**src/rtl/map_iterator.sv**
```systemverilog
// ---------------------------------------------------------------------------
// map_iterator
//   Generates the orbit x_0, x_1, ... of the affine map
//   x_{t+1} = (A*x_t + C) mod 2^W, starting from a loaded seed. Values are
//   streamed one per accepted valid/ready transfer. A run ends after N
//   transfers or on abort, and a one-cycle done pulse marks the end.
//
// Ports
//   clk, rst_n    : clock (rising edge), asynchronous active-low reset
//   start         : begin a run (honoured only in IDLE)
//   abort         : end a run in progress (honoured only in EMIT)
//   seed          : x_0, latched on accepted start
//   coef_a/coef_c : multiplier A / addend C, latched on accepted start
//   max_iter      : number of values N to emit, latched on accepted start
//   x_out/x_valid : current sequence value and its valid flag
//   x_ready       : downstream accepts x_out this cycle
//   iter_count    : transfers made in the current or last run
//   busy          : high while values are being emitted
//   done          : one-cycle end-of-run pulse
// ---------------------------------------------------------------------------
module map_iterator #(
  parameter int W  = 8,
  parameter int CW = 8
) (
  input  logic          clk,
  input  logic          rst_n,
  input  logic          start,
  input  logic          abort,
  input  logic [W-1:0]  seed,
  input  logic [W-1:0]  coef_a,
  input  logic [W-1:0]  coef_c,
  input  logic [CW-1:0] max_iter,
  output logic [W-1:0]  x_out,
  output logic          x_valid,
  input  logic          x_ready,
  output logic [CW-1:0] iter_count,
  output logic          busy,
  output logic          done
);

  typedef enum logic [1:0] {
    S_IDLE = 2'd0,
    S_EMIT = 2'd1,
    S_FIN  = 2'd2
  } state_t;

  state_t        r_state;
  state_t        w_state_nxt;

  logic [W-1:0]  r_x;
  logic [W-1:0]  r_a;
  logic [W-1:0]  r_c;
  logic [CW-1:0] r_n;
  logic [CW-1:0] r_cnt;

  logic          w_start_ok;
  logic          w_xfer;
  logic [CW-1:0] w_cnt_inc;
  logic          w_last;

  // The low W bits of the full 2W-bit product A*x are exactly the W-bit
  // product, so the modulo-2^W result needs no wider intermediate.
  function automatic logic [W-1:0] affine_step(input logic [W-1:0] a,
                                               input logic [W-1:0] x,
                                               input logic [W-1:0] c);
    logic [W-1:0] prod;
    prod = a * x;
    return prod + c;
  endfunction

  assign w_start_ok = (r_state == S_IDLE) && start;
  assign w_xfer     = (r_state == S_EMIT) && x_ready;
  assign w_cnt_inc  = r_cnt + CW'(1);
  assign w_last     = (w_cnt_inc == r_n);

  // State register
  always_ff @(posedge clk or negedge rst_n) begin
    if (!rst_n) begin
      r_state <= S_IDLE;
    end else begin
      r_state <= w_state_nxt;
    end
  end

  // Next-state logic
  always_comb begin
    w_state_nxt = r_state;
    unique case (r_state)
      S_IDLE: begin
        // start has priority over abort here: abort is simply not looked at
        if (start) begin
          w_state_nxt = (max_iter == '0) ? S_FIN : S_EMIT;
        end
      end
      S_EMIT: begin
        if (abort || (w_xfer && w_last)) begin
          w_state_nxt = S_FIN;
        end
      end
      S_FIN: begin
        w_state_nxt = S_IDLE;
      end
      default: begin
        w_state_nxt = S_IDLE;
      end
    endcase
  end

  // Operand latches, sequence value and transfer counter
  always_ff @(posedge clk or negedge rst_n) begin
    if (!rst_n) begin
      r_x   <= '0;
      r_a   <= '0;
      r_c   <= '0;
      r_n   <= '0;
      r_cnt <= '0;
    end else if (w_start_ok) begin
      r_a   <= coef_a;
      r_c   <= coef_c;
      r_n   <= max_iter;
      r_cnt <= '0;
      if (max_iter != '0) begin
        r_x <= seed;
      end
    end else if (w_xfer) begin
      r_cnt <= w_cnt_inc;
      // After the final value or an abort nothing more is produced, so x_out
      // keeps the last transferred value.
      if (!w_last && !abort) begin
        r_x <= affine_step(r_a, r_x, r_c);
      end
    end
  end

  assign x_out      = r_x;
  assign x_valid    = (r_state == S_EMIT);
  assign busy       = (r_state == S_EMIT);
  assign done       = (r_state == S_FIN);
  assign iter_count = r_cnt;

endmodule

```
**config.mk**
```make
export PLATFORM = sky130hd
export DESIGN_NAME = map_iterator
export DESIGN_NICKNAME = d
export VERILOG_FILES = /design/src/rtl/map_iterator.sv
export SDC_FILE = /design/constraint.sdc
export NUM_CORES = 1
export LEC_CHECK = 0
export BUFFER_PORTS_ARGS = -buffer_cell sky130_fd_sc_hd__buf_2
export CAP_MARGIN = 20
export CORE_MARGIN = 1
export CORE_UTILIZATION = 50
export DETAILED_ROUTE_END_ITERATION = 8
export PLACE_DENSITY = 0.76
export SYNTH_ARGS = -nofsm -noshare
export SYNTH_HDL_FRONTEND = slang
export SYNTH_SLANG_ARGS = --single-unit
```
**constraint.sdc**
```tcl
create_clock -name clk -period 3.3 [get_ports clk]
set_input_delay 0.33 -clock clk [delete_from_list [all_inputs] [get_ports clk]]
set_output_delay 0.33 -clock clk [all_outputs]
set_load 0.005 [all_outputs]
```
==> out/qor.csv <==
stage;metric;value;unit
route;DR DRC count;0;
setup_path;R2R Path Start;x_out[1]$_DFFE_PN0P_;
clocking;Worst-Skew Late Latency;0.30;ns
clocking;maximum buffer depth of the clock tree;2;
setup_path;Reg2Reg Capture Point;x_out[6]$_DFFE_PN0P_;
global_routing;largest net degree at the start of global routing;43;
job;Max Cap Violations;0;
hold_path;Hold/Removal Path Class;input port to async pin;
die;Rows;28;
setup_path;R2R Setup Slk;-0.40;ns
timing;clk_skew;0.0113;ns
clocking;CTS HTree Levels;2;
logic_synthesis;multiplexer area fraction after synthesis;11.7;%
timing;Fmax;270;MHz
timing;Hold Fails Final Rpt;0;
timing;Tcrit/Tclk final;112;%
logic_synthesis;main combinational cell family by area after synthesis;adder cells;
cells_and_area;ANT cells;0;
die;Starting Density;52.4;%
logic_synthesis;Compound-Gate Fraction of Synth Area;8.58;%
outcome;failing checks;setup timing;
setup_path;Critical Path Sink;x_out[6]$_DFFE_PN0P_;
setup_path;Worst setup startpoint;x_out[1]$_DFFE_PN0P_;
setup_path;Arr. time, crit path;3.88;ns
timing;RSZ-0062 raised after global routing;yes;
clocking;Num CTS Buffers;5;
placed_design;IO buf count;55;
timing;min Tclk post-route;3.70;ns
logic_synthesis;Avg Cell Area, Syn;10.3;um2
logic_synthesis;Mapped Area;0.00312;mm2
cells_and_area;layout cell share with drive strength beyond 1;38.7;%
global_routing;global-route wire length before repair;11900;um
cells_and_area;# nets final;454;
global_routing;Total GRT Usage;24.1;%
setup_path;FF-to-FF path depth;14;
global_routing;initial antenna violation count;0;
clocking;Root Buffer;clkbuf_8;
route;Routed WL;7040;um
logic_synthesis;synth warn;0;
logic_synthesis;Synth Area in Adders;18.8;%
route;DRT Pass-1 Iters;4;
die;DIE AREA;0.00656;mm2
timing;Slew Limit Fails;0;
logic_synthesis;Synth Instances;302;
global_routing;vias in the first global route;2495;
logic_synthesis;post-synth cell types;43;
route;drt via density;5.20;
clocking;total number of clock tree sinks;42;
route;post-route ant nets;0;
die;I/O pin cnt;56;
global_routing;grt total ovfl;0;
route;initial DRC count;109;
logic_synthesis;XOR/XNOR Fraction of Synth Area;8.14;%
route;vias post-DR;2376;
timing;Setup Viol. Count Final;4;
setup_path;crit-path max FO;5;
setup_path;Crit Path Class;flop to flop;
clocking;CTS tree;yes;
logic_synthesis;Post-Synthesis Net Count;375;
setup_path;Crit path required time;3.48;ns
setup_path;CP endpoint kind;flop;
clocking;clock-pin slew on the worst setup and hold paths;0.09;ns
cells_and_area;post-route cell area;0.00383;mm2
die;Die Height;81;um
setup_path;CP Launch Type;flop;
timing;Slew Limit Headroom;36.8;%
logic_synthesis;Post-Synth Simple-Gate Area;12.7;%
die;core area;0.00596;mm2
die;Die Wd;81;um
outcome;outcome;finished, violations left;
timing;final worst setup slack;-0.402;ns
logic_synthesis;sequential share of the synthesized area;33.7;%
logic_synthesis;post-synthesis register bit count;42;
placed_design;area post-placement;0.00366;mm2
placed_design;Post-DP HPWL;5370;um
route;drt wl/cell;15.4;um
placed_design;gpl congestion;0.837;
timing;Worst Tran Pin Value;0.948;ns
cells_and_area;Syn-to-layout area delta;22.8;%
-- critical path: stages, from the launching register on --
cell,delay (ns)
dfrtp_2,0.46
nand2_2,0.08
fa_1,0.51
inv_1,0.06
fa_1,0.43
ha_1,0.29
inv_1,0.05
fa_1,0.53
inv_1,0.06
ha_1,0.27
a21o_1,0.18
a21oi_2,0.15
xor2_1,0.17
o21ai_1,0.10
mux2_4,0.26
-- cell usage after synthesis (all sizes together) --
library cell  count  area [um2]
inv              42         158
nor2b             2        12.5
and2             10        62.6
a211oi            1        7.51
clkbuf            4        15.0
nand2            44         168
buf               3        30.0
o311a             1        11.3
a22o              1        8.76
o21ai            20         100
ha               18         225
dfrtp            42        1050
a221oi            1        15.0
o31ai             2        28.8
o21a              1        7.51
or2b              1        7.51
fa               18         360
nand3b            1        7.51
or3               1        6.26
a2111oi           1        27.5
nor4              1        6.26
or4               2        15.0
nor2              5        18.8
mux2             30         364
xor2              6        52.6
nor3b             1        7.51
o211a             1        10.0
and3              3        20.0
nand3             2        10.0
nor3              2        10.0
a21o              3        22.5
o41ai             1        8.76
a21oi             4        20.0
nand4             1        21.3
or4b              1        10.0
xnor2            23         201
nand2b            2        12.5
-- per-layer routing --
| layer | share of wire [%] | up-vias | global-route usage [%] |
|---|---|---|---|
| li1 | - | 1141 | - |
| met1 | 47 | 1166 | 33.6 |
| met2 | 46 | 63 | 38.4 |
| met3 | 5.3 | 6 | 4.83 |
| met4 | 0.97 | 0 | 5.89 |
| met5 | 0 | - | 0 |
-- per-stage QoR --
step | setup TNS [ns] | cells | utilization [%] | hold slack (ns) | setup WS [ns]
global route | -1.84 | 457 | 64.3 | 0.236 | -0.573
finish | -1.22 | 457 | 64.3 | 0.171 | -0.402
floorplan | -0.347 | 302 | - | 0.0344 | -0.174
global placement | -1.05 | 447 | 61.5 | 0.493 | -0.342
detailed placement | -1.31 | 447 | 61.5 | 0.497 | -0.437
CTS | -1.19 | 457 | 64.3 | 0.216 | -0.401
-- repair_timing --
item | CTS | global route
hold buffers | 0 | 0
resized for setup | 9 | 2
pin swaps | 11 | 4
endpoints found under the setup margin | 4 | 4
setup buffers | 2 | 0
endpoints found under the hold margin | 0 | 0
-- worst min-delay path by stage --
stage	from	endpoint	slack [ns]	cells after the start
3_3_place_gp	r_a[7]$_DFFE_PN0P_	r_a[7]$_DFFE_PN0P_	0.49	1
4_1_cts	rst_n	r_c[0]$_DFFE_PN0P_	0.22	1
3_5_place_dp	r_a[7]$_DFFE_PN0P_	r_a[7]$_DFFE_PN0P_	0.50	1
6_report	rst_n	r_n[5]$_DFFE_PN0P_	0.17	1
5_1_grt	rst_n	r_n[5]$_DFFE_PN0P_	0.24	1
2_1_floorplan	rst_n	iter_count[0]$_DFFE_PN0P_	0.03	0
-- sequential cells by signal (all words and copies together), names as in the netlist --
signal and count:
r_c 8, r_n 8, x_out 8, r_a 8, r_state 2, iter_count 8
-- layout make-up --
class,count,area (um2)
inverter,42,158
clock buffer,6,72.6
fill,495,2120
timing repair buffer,79,468
multi-input combinational,211,1970
sequential,42,1050
tap,75,93.8
clock inverter,2,13.8
-- placed cells by master (no fill, tap or decap), types with 3 or more instances in the layout --
cell type	n
a21o_1	3
and2_1	9
buf_2	55
buf_4	23
clkbuf_8	5
dfrtp_1	39
dfrtp_2	3
fa_1	15
fa_2	3
ha_1	13
ha_4	4
inv_1	38
inv_2	4
mux2_2	23
mux2_4	7
nand2_1	38
nand2_2	5
nor2_1	5
o21ai_0	18
xnor2_1	22
xor2_1	6
-- logic make-up (layout without fill, tap and decap cells) --
| group | Yosys count | after routing |
|---|---|---|
| AND/OR/NAND/NOR | 79 | 79 |
| AO/OA/AOI/OAI | 37 | 37 |
| multiplexers | 30 | 30 |
| buffers and inverters | 49 | 129 |
| XOR/XNOR | 29 | 29 |
| adder cells (fa/ha/maj) | 36 | 36 |
| flip-flops | 42 | 42 |
Power is left out: the tool's default activity adds up to more than one toggle a clock period on the data nets, which glitch-free logic cannot reach.
